$ cat config.mk
export PLATFORM = sky130hd
export DESIGN_NAME = booth_seq_mult_flat
export DESIGN_NICKNAME = d
export VERILOG_FILES = /design/src/rtl/booth_seq_mult_if.sv /design/src/rtl/booth_seq_mult.sv /design/src/flat_wrapper.sv
export SDC_FILE = /design/constraint.sdc
export NUM_CORES = 1
export LEC_CHECK = 0
export CAP_MARGIN = 0
export CORE_ASPECT_RATIO = 1.75
export CORE_MARGIN = 10
export CORE_UTILIZATION = 25
export CTS_CLUSTER_SIZE = 14
export DETAILED_ROUTE_END_ITERATION = 7
export SLEW_MARGIN = 40
export SYNTH_ARGS = -nofsm -noshare
export SYNTH_HDL_FRONTEND = slang
export SYNTH_SLANG_ARGS = --single-unit
$ cat constraint.sdc
create_clock -name clk -period 3.34 [get_ports clk]
set_input_delay 0.334 -clock clk [delete_from_list [all_inputs] [get_ports clk]]
set_output_delay 0.334 -clock clk [all_outputs]
set_load 0.1 [all_outputs]
$ cat src/rtl/booth_seq_mult_if.sv
// Start/done handshake bundle for booth_seq_mult.
// The slave accepts start only while busy=0. Operands are sampled on that edge.
// done pulses for one cycle when product updates. start while busy=1 is dropped.
interface booth_seq_mult_if #(
  parameter int WIDTH = 8
);
  logic                 start;
  logic [WIDTH-1:0]     mplier;
  logic [WIDTH-1:0]     mcand;
  logic                 busy;
  logic                 done;
  logic [2*WIDTH-1:0]   product;

  modport master (
    output start, mplier, mcand,
    input  busy, done, product
  );

  modport slave (
    input  start, mplier, mcand,
    output busy, done, product
  );
endinterface

$ cat src/rtl/booth_seq_mult.sv
// Iterative signed Booth multiplier with one shared add/shift datapath.
// Default build is radix-2. Defining BOOTH_RADIX4_EN selects radix-4 with a 2M path.
module booth_seq_mult #(
  parameter int WIDTH = 8
) (
  input  logic             clk,
  input  logic             rst,
  booth_seq_mult_if.slave  bus,
  output logic             dbg_state_o
);

`ifdef BOOTH_RADIX4_EN
  localparam int SH = 2;
`else
  localparam int SH = 1;
`endif
  localparam int N    = WIDTH / SH;
  localparam int AW   = WIDTH + SH;
  localparam int SW   = AW + SH;
  localparam int CW   = (N > 1) ? $clog2(N) : 1;
  localparam logic [CW-1:0] LAST = CW'(N - 1);

  if (WIDTH < 4) begin : g_width_min
    $error("booth_seq_mult: WIDTH must be at least 4");
  end
  if ((WIDTH % SH) != 0) begin : g_width_even
    $error("booth_seq_mult: WIDTH must be even for radix-4");
  end

  typedef enum logic {IDLE = 1'b0, RUN = 1'b1} state_t;

  state_t              state_q, state_d;
  logic [AW-1:0]       a_q, a_d;
  logic [WIDTH:0]      q_q, q_d;
  logic [WIDTH-1:0]    m_q, m_d;
  logic [CW-1:0]       cnt_q, cnt_d;
  logic [2*WIDTH-1:0]  product_q, product_d;
  logic                done_q, done_d;

  logic [SW-1:0]       a_ext, m_ext, sum;
`ifdef BOOTH_RADIX4_EN
  logic [SW-1:0]       m2_ext;
`endif
  logic [AW-1:0]       a_step;
  logic [WIDTH:0]      q_step;

  // The sum is sign-extended by SH bits so the arithmetic shift takes its true sign.
  always_comb begin
    a_ext = {{SH{a_q[AW-1]}}, a_q};
    m_ext = {{(SW-WIDTH){m_q[WIDTH-1]}}, m_q};
    sum   = a_ext;
`ifdef BOOTH_RADIX4_EN
    m2_ext = {m_ext[SW-2:0], 1'b0};
    case (q_q[2:0])
      3'b001, 3'b010: sum = a_ext + m_ext;
      3'b011:         sum = a_ext + m2_ext;
      3'b100:         sum = a_ext - m2_ext;
      3'b101, 3'b110: sum = a_ext - m_ext;
      default:        sum = a_ext;
    endcase
`else
    case (q_q[1:0])
      2'b01:   sum = a_ext + m_ext;
      2'b10:   sum = a_ext - m_ext;
      default: sum = a_ext;
    endcase
`endif
    a_step = sum[SW-1:SH];
    q_step = {sum[SH-1:0], q_q[WIDTH:SH]};
  end

  always_comb begin
    state_d   = state_q;
    a_d       = a_q;
    q_d       = q_q;
    m_d       = m_q;
    cnt_d     = cnt_q;
    product_d = product_q;
    done_d    = 1'b0;
    case (state_q)
      IDLE: begin
        if (bus.start) begin
          state_d = RUN;
          a_d     = '0;
          q_d     = {bus.mcand, 1'b0};
          m_d     = bus.mplier;
          cnt_d   = '0;
        end
      end
      RUN: begin
        a_d   = a_step;
        q_d   = q_step;
        cnt_d = cnt_q + 1'b1;
        if (cnt_q == LAST) begin
          state_d   = IDLE;
          done_d    = 1'b1;
          product_d = {a_step[WIDTH-1:0], q_step[WIDTH:1]};
        end
      end
      default: state_d = IDLE;
    endcase
  end

  always_ff @(posedge clk or posedge rst) begin
    if (rst) begin
      state_q   <= IDLE;
      a_q       <= '0;
      q_q       <= '0;
      m_q       <= '0;
      cnt_q     <= '0;
      product_q <= '0;
      done_q    <= 1'b0;
    end else begin
      state_q   <= state_d;
      a_q       <= a_d;
      q_q       <= q_d;
      m_q       <= m_d;
      cnt_q     <= cnt_d;
      product_q <= product_d;
      done_q    <= done_d;
    end
  end

  assign bus.busy    = (state_q == RUN);
  assign bus.done    = done_q;
  assign bus.product = product_q;
  assign dbg_state_o = state_q;

endmodule

$ cat src/flat_wrapper.sv
// flat-port wrapper written by rule: the top's interface ports become plain ports
module booth_seq_mult_flat 
#(
  parameter int WIDTH = 8
)
  (clk, rst, dbg_state_o, bus_start, bus_mplier, bus_mcand, bus_busy, bus_done, bus_product);
  booth_seq_mult_if #(.WIDTH(WIDTH)) bus_i ();
  input  logic clk;
  input  logic rst;
  output logic dbg_state_o;
  input wire logic [$bits(bus_i.start)-1:0] bus_start;
  input wire logic [$bits(bus_i.mplier)-1:0] bus_mplier;
  input wire logic [$bits(bus_i.mcand)-1:0] bus_mcand;
  output wire logic [$bits(bus_i.busy)-1:0] bus_busy;
  output wire logic [$bits(bus_i.done)-1:0] bus_done;
  output wire logic [$bits(bus_i.product)-1:0] bus_product;
  assign bus_i.start = bus_start;
  assign bus_i.mplier = bus_mplier;
  assign bus_i.mcand = bus_mcand;
  assign bus_busy = bus_i.busy;
  assign bus_done = bus_i.done;
  assign bus_product = bus_i.product;
  booth_seq_mult #(.WIDTH(WIDTH)) u_core (.clk(clk), .rst(rst), .bus(bus_i), .dbg_state_o(dbg_state_o));
endmodule
# ---- After elaboration in Yosys (flattened, before gate mapping)
# Cells that the tools add are included.
dict set report op_classes {
  n_mux 12
  n_bitwise 1
  n_reduce_logical 3
  n_eq_ne 5
  add_sub_neg 3
}
# cell n
set op_table {}
lappend op_table {{$pmux W9 S2} 2}
lappend op_table {{$pmux W10 S2} 1}
lappend op_table {{$mux W9} 2}
lappend op_table {{$add A9 B8 Y10} 1}
lappend op_table {{$sub A9 B8 Y10} 1}
lappend op_table {{$pmux W3 S2} 1}
lappend op_table {{$reduce_and A2 Y1} 3}
lappend op_table {{$mux W1} 4}
lappend op_table {{$add A3 B1 Y3 const B} 1}
lappend op_table {{$eq A3 B3 Y1 const B} 1}
lappend op_table {{$mux W3} 1}
lappend op_table {{$ne A3 B3 Y1 const B} 1}
lappend op_table {{$eq A2 B1 Y1 const B} 1}
lappend op_table {{$eq A2 B2 Y1 const B} 1}
lappend op_table {{$ne A2 B2 Y1 const B} 1}
lappend op_table {{$pmux W1 S2} 1}
lappend op_table {{$not A1 Y1} 1}
dict set report word_totals {
  register_bits 47
  wordCells 32
  output_inout_bits 19
  in_bits 19
}

# ---- Logic depth before layout (Yosys ltp)
# Gate-level depths: netlist of the first run.
dict set report logic_depth {
  depth_word 3
  ltp_mapped 12
  depth_no_buf 12
}

# ---- Worst setup path after synthesis of the first run
# No wires, ideal clock.
dict set report synth_timing {
  kind {register to register}
  startpoint {register u_core.m_q[3]}
  endpoint {register u_core.product_q[15] (netlist: u_core.bus.product[15])}
  path_slack_ns 0.701
  path_buffers 0
  stages_incl_launch_ff 12
  arrival_time_ns 2.570
  t_required_ns 3.271
  setup_ns 0.069
  period_less_slack_ns 2.639
  cell_sequence {dfrtp_1 or3_4 nor3b_1 nor2_1 xnor2_1 ha_1 nand2_1 a211oi_1 o31a_1 o21a_1 o31ai_1 mux2_2}
}
dict set report synth_between {
  elab_chain_cells 2
  elab_cells_between_ends 3
  cone_classes {add/sub: 2; mux: 1}
}
# element line
set synth_lines {}
lappend synth_lines {{start, declared} booth_seq_mult.sv:35} ;# logic [WIDTH-1:0] m_q, m_d;
lappend synth_lines {{start signal, assigned} booth_seq_mult.sv:117} ;# m_q <= m_d;
lappend synth_lines {{$sub A9 B8 Y10 / $add A9 B8 Y10 (equally long branches)} {booth_seq_mult.sv:64, booth_seq_mult.sv:63}}
lappend synth_lines {{$pmux W10 S2 (*)} booth_seq_mult.sv:62} ;# case (q_q[1:0])
lappend synth_lines {{end signal, assigned} booth_seq_mult.sv:119} ;# product_q <= product_d;
lappend synth_lines {{end, declared} booth_seq_mult.sv:37} ;# logic [2*WIDTH-1:0] product_q, product_d;
# Every way passes the cells marked *; elsewhere a longest branch is shown, timed or not.
# A chain may end at the register's enable or synchronous reset.

# ---- Worst setup path after layout of the first run
# Ends and elaborated chain as after synthesis.

==> results.toml, run 1 <==
[run_status]
status = "finished clean"

[synthesis]
synthCells = 259
ys_warn_count = 0
synth_edf_count = 0
ys_seq_elements = 47
synth-main-ff-cell = "dfrtp_1"
netlist_area_sq_um = 2570
ys_seq_area_share_pct = 45.8
async_flop_share_pct = 100
synthDistinctLibCells = 41
avgSynthCellArea_sq_um = 9.91
synth_nets = 292

[detailed_routing]
firstDrtPassIters = 6
viasPerCell = 4.56
vias = 1920
wl_per_cell_microns = 15.1
drtIter0Drc = 114
drcViolationCount = 0
drt_wl_total_microns = 6350
drtAntennaViolNets = 0

[clock_network]
postCtsSetupRepairBufs = 0
cts_resized = 0
worstSkewPairLatency_ps = 290
clk_pin_slew_worst_paths_ps = 70
root_buffer = "clkbuf_16"
cts_hold_buf = 0
cts_sinks = 47
cts_tree = "yes"
clock_path_buffers = 2
cts_buffers = 5
htreeDepth = 2

[setup_path]
critPathBufInv = 0
worstPathArrival_ps = 3140
rrSetupSlack_ps = 430
slowest_delay_ps = 420
required_ps = 3570
crit_family = "simple AND/OR/NAND/NOR gates"
path_cells = "or3_4, nor3b_1, nor2_1, xnor2_1, ha_1, nand2_1, a211oi_1, o31a_1, o21a_1, o31ai_1, mux2_2"
worstSetupPathType = "reg -> reg"
cp_slowest_cell = "dfrtp_1"
critPathMaxFanout = 5
cp-start-kind = "register"
end_kind = "register"

[timing]
hold_viol_final = 0
setup_violations = 0
max_freq_mhz = 344
period_needed_ps = 2910
post-route-period-util_pct = 87.1
fin_tns_setup_ps = 0
slew_viol_final = 0
worstMarginPinSlew_ps = 697
relSlewSlack_pct = 53.4
finalClockSkew_ps = 5.23
fin_ws_ps = 431
rsz0062_at_grt = "no"

[floorplan]
ios = 38
coreArea_sq_um = 9970
die-area_sq_um = 14900
die_y_microns = 154
die_w_microns = 96.6
rows = 48
initial_core_util_pct = 25.7

[grt]
grt_pass1_wl_microns = 10400
grt_pass1_vias = 2035
grt_overflow = 0
antenna_found_initial = 0
grt_max_degree = 48
grtUsageTotal_pct = 9.02

[worst_hold_path]
worstHoldPathType = "in -> async"

[final_layout]
drive_above_1_share_pct = 16.6
num_antenna_cells = 0
nFillCells = 1083
area_growth_syn_to_layout_pct = 22.5
fin_nets = 328

[place]
place_hpwl_microns = 4810
io_buffers = 37
place.gp.congestion = 0.869
post-place-ws_ps = 424

[job]
max_cap_viol_count = 0
placed cells by master, fill, tap and decap left out, types with 9 or more instances in the layout:
cell type	count
dfrtp_1	47
clkdlybuf4s50_1	18
mux2i_1	12
o21ai_0	24
buf_2	17
nor2_1	11
mux2_2	12
nand2_1	49
a21oi_1	9
ha_1	13
inv_1	9
worst paths after layout:
| check | depth (start not counted) | endpoint | startpoint |
|---|---|---|---|
| max in group asynchronous | 2 | u_core.a_q[8]$_DFFE_PP0P_ | rst |
| worst max-delay path | 11 | u_core.bus.product[15]$_DFFE_PP0P_ | u_core.m_q[3]$_DFFE_PP0P_ |
| worst min-delay path | 2 | u_core.bus.product[8]$_DFFE_PP0P_ | rst |
| worst min register to register | 2 | u_core.bus.product[9]$_DFFE_PP0P_ | u_core.bus.product[9]$_DFFE_PP0P_ |
| min in group clk | 2 | u_core.bus.product[9]$_DFFE_PP0P_ | u_core.bus.product[9]$_DFFE_PP0P_ |
| worst max register to register | 11 | u_core.bus.product[15]$_DFFE_PP0P_ | u_core.m_q[3]$_DFFE_PP0P_ |
metal layers:
metal	vias up	GRT usage [%]	wire, microns
met5	-	0	0
met4	0	4.38	141
met3	5	1.95	191
met2	37	15.9	3490
met1	913	9.64	2530
li1	965	-	-
synth_stat cells, types with 3 or more instances:
cell type  count  area, sq um
inv_1         10         37.5
ha_1          13          163
mux2_2        12          135
o21ai_0       24          120
o21a_1         3         22.5
dfrtp_1       47         1180
nand2_1       49          184
a21oi_1        9         45.0
o22ai_1        6         37.5
xnor2_1        6         52.6
mux2i_1       12          120
nor3_1         5         25.0
nand2b_1       3         18.8
o31ai_1        3         22.5
clkbuf_1       8         30.0
nor2b_1        5         31.3
nor3b_1        4         30.0
a21o_1         3         22.5
nor2_1        11         41.3
cell families (layout without fill, tap and decap cells):
logic type               count (synthesis)  after routing  share of synthesized area (%)
AND/OR/NAND/NOR                         83             83                           14.9
AO/OA/AOI/OAI                           60             60                           15.2
flip-flops                              47             47                           45.8
multiplexers                            24             24                           9.95
buffers and inverters                   23             60                           4.29
adder cells (fa/ha/maj)                 14             14                           7.12
XOR/XNOR                                 8              8                           2.73
layout make-up:
| type | count | area (sq um) | area share (%) |
|---|---|---|---|
| multi-input combinational | 189 | 1280 | 40.7 |
| sequential | 47 | 1180 | 37.4 |
| timing repair buffer | 41 | 310 | 9.87 |
| tap | 125 | 156 | 4.97 |
| clock buffer | 6 | 139 | 4.42 |
| inverter | 11 | 43.8 | 1.39 |
| clock inverter | 2 | 38.8 | 1.23 |
sequential cells by signal, indices dropped and copies added, names as in the netlist:
register / count
u_core.bus.done: 1
u_core.a_q: 9
u_core.bus.busy: 1
u_core.q_q: 9
u_core.cnt_q: 3
u_core.bus.product: 16
u_core.m_q: 8
through the flow:
| step | area, sq um | instances | util, % | hold WS [ps] |
|---|---|---|---|---|
| 6_report | 3140 | 421 | 31.5 | 456 |
| 5_1_grt | 3140 | 421 | 31.5 | 517 |
| 4_1_cts | 3140 | 421 | 31.5 | 485 |
| 3_5_place_dp | 2970 | 413 | 29.8 | 470 |
| 3_3_place_gp | 3050 | 413 | 30.6 | 472 |
| 2_1_floorplan | 2570 | 259 | - | 439 |
Power of run 1 is not shown: default switching activity piles up to over one toggle a cycle in this logic, so the estimate is an artifact.
==> inputs of run 2 (changes only) <==
--- a/config.mk
+++ b/config.mk
@@ -5,6 +5,7 @@
 export SDC_FILE = /design/constraint.sdc
 export NUM_CORES = 1
 export LEC_CHECK = 0
+export ABC_AREA = 1
 export CAP_MARGIN = 0
 export CORE_ASPECT_RATIO = 1.75
 export CORE_MARGIN = 10
==> results.toml, run 2 <==
[setup_path]
required_ps = 3520
cp-start-kind = "register"
end_kind = "register"
worstSetupPathType = "reg -> reg"
reg2reg_depth = 18
cp_slowest_cell = "dfrtp_1"
critPathBufInv = 4
cp.depth = 18
path_cells = "inv_1, ha_1, inv_1, nor2_1, nand3_1, nand2_1, xor2_1, inv_1, ha_1, nand2_1, nor2_2, nand2_1, nor2_2, nor2_2, inv_2, nand3_2, nand3_1, nand2_1"
cp_common_cell = "nand2_1"
worstPathArrival_ps = 2630
slowest_delay_ps = 380
critPathMaxFanout = 5
crit_family = "simple AND/OR/NAND/NOR gates"

[clock_network]
cts_sinks = 47
cts_hold_buf = 0
clk_pin_slew_worst_paths_ps = 70
postCtsSetupRepairBufs = 0
cts_buffers = 5
worstSkewPairLatency_ps = 290
root_buffer = "clkbuf_16"
cts_resized = 0
cts_tree = "yes"
clock_path_buffers = 2
htreeDepth = 2

[grt]
grt_max_degree = 48
grt_pass1_wl_microns = 10800
antenna_found_initial = 0
grtUsageTotal_pct = 8.56
grt_overflow = 0
grt_pass1_vias = 2307

[final_layout]
layout_common_cells = "nand2_1 (94), dfrtp_1 (47), inv_1 (40), o21ai_0 (30)"
area_growth_syn_to_layout_pct = 21.3
layout_commonest_cell = "nand2_1"
fin_nets = 390
num_antenna_cells = 0
drive_above_1_share_pct = 13.7
nFillCells = 1070
final_cells = 485
largest_reg_flops = 16

[timing]
rsz0062_at_grt = "no"
post-route-period-util_pct = 73.3
setup_violations = 0
worstMarginPinSlew_ps = 576
period_needed_ps = 2450
relSlewSlack_pct = 61.6
hold_viol_final = 0
max_freq_mhz = 409
fin_tns_setup_ps = 0
slew_viol_final = 0
finalClockSkew_ps = 5.05

[synthesis]
synth_nets = 356
async_flop_share_pct = 100
netlist_area_sq_um = 2610
yosysMostFrequentCell = "nand2_1"
ys_warn_count = 0
ys_seq_elements = 47
yosys.area.top_type = "dfrtp_1"
synth_edf_count = 0
ys_seq_area_share_pct = 45.0
synth_top_cell_area_share_pct = 45.0
ys_top_cells_by_area = "dfrtp_1 (45%), nand2_1 (13%), ha_1 (6.2%)"
avgSynthCellArea_sq_um = 8.09
synthDistinctLibCells = 33
ys_top_cells_by_count = "nand2_1 (94), dfrtp_1 (47), inv_1 (41)"
synth-main-ff-cell = "dfrtp_1"
synthCells = 323

[place]
place_hpwl_microns = 4990
io_buffers = 37
dpl.cell_count = 477
place.gp.congestion = 0.828

[detailed_routing]
wl_per_cell_microns = 13.1
drtAntennaViolNets = 0
vias = 2166
wl_met3_microns = 172
firstDrtPassIters = 4
drt_wl_total_microns = 6330
met2RoutedLength_microns = 3500
drtIter0Drc = 91
drcViolationCount = 0
highest_layer = "met4"
wl_met1_microns = 2440
viasPerCell = 4.47

[job]
max_cap_viol_count = 0

[floorplan]
ios = 38
die_y_microns = 155
coreArea_sq_um = 10200
initial_core_util_pct = 25.5
die-area_sq_um = 15100
rows = 49
die_w_microns = 97.3

[run_status]
status = "finished clean"

[worst_hold_path]
worstHoldPathType = "in -> async"
==> run 2: metrics by stage <==
step | util (%) | instance area, sq um | hold slack (ps) | worst slack [ps]
5_1_grt | 31.0 | 3170 | 509 | 623
2_1_floorplan | - | 2610 | 444 | 1180
6_report | 31.0 | 3170 | 455 | 893
3_5_place_dp | 29.3 | 3000 | 461 | 907
3_3_place_gp | 30.1 | 3090 | 464 | 906
4_1_cts | 31.0 | 3170 | 478 | 888
==> run 2: path summary, 6_finish.rpt <==
kind                                                         start                                  to  slack (ps)
worst min-delay path                                           rst   u_core.bus.product[3]$_DFFE_PP0P_         450
worst max register to register           u_core.m_q[0]$_DFFE_PP0P_           u_core.a_q[8]$_DFFE_PP0P_         890
worst max-delay path                     u_core.m_q[0]$_DFFE_PP0P_           u_core.a_q[8]$_DFFE_PP0P_         890
worst min register to register  u_core.bus.product[13]$_DFFE_PP0P_  u_core.bus.product[13]$_DFFE_PP0P_         470
min in group clk                u_core.bus.product[13]$_DFFE_PP0P_  u_core.bus.product[13]$_DFFE_PP0P_         470
max in group asynchronous                                      rst           u_core.bus.busy$_DFF_PP0_        2490
==> run 2: cells by family after synthesis <==
logic type	Yosys count	synth area share [%]
buffers and inverters	56	8.86
flip-flops	47	45.0
multiplexers	2	0.766
XOR/XNOR	6	2.01
adder cells (fa/ha/maj)	14	6.99
AND/OR/NAND/NOR	143	23.4
AO/OA/AOI/OAI	55	13.0
==> run 2: layout make-up <==
type	count	area [sq um]	area share (%)
inverters	45	174	5.48
repair buffers	38	288	9.07
well taps	127	159	5.01
multi-input cells	220	1210	38.0
clock inverters	3	43.8	1.38
flip-flops and latches	47	1180	37.1
clock buffers	5	125	3.94
==> run 2: worst register-to-register path: stages, from the launching register on <==
cell	delay, ps
dfrtp_1	380
inv_1	100
ha_1	170
inv_1	50
nor2_1	160
nand3_1	120
nand2_1	120
xor2_1	150
inv_1	60
ha_1	350
nand2_1	120
nor2_2	130
nand2_1	70
nor2_2	100
nor2_2	60
inv_2	50
nand3_2	60
nand3_1	60
nand2_1	50
==> run 2: layer usage <==
metal | GRT usage [%] | vias to the layer above
met2 | 16.5 | 37
met4 | 5.01 | 0
met5 | 0 | -
met1 | 8.16 | 1011
met3 | 1.60 | 13
li1 | - | 1105
Power of run 2 is left out for the same reason.
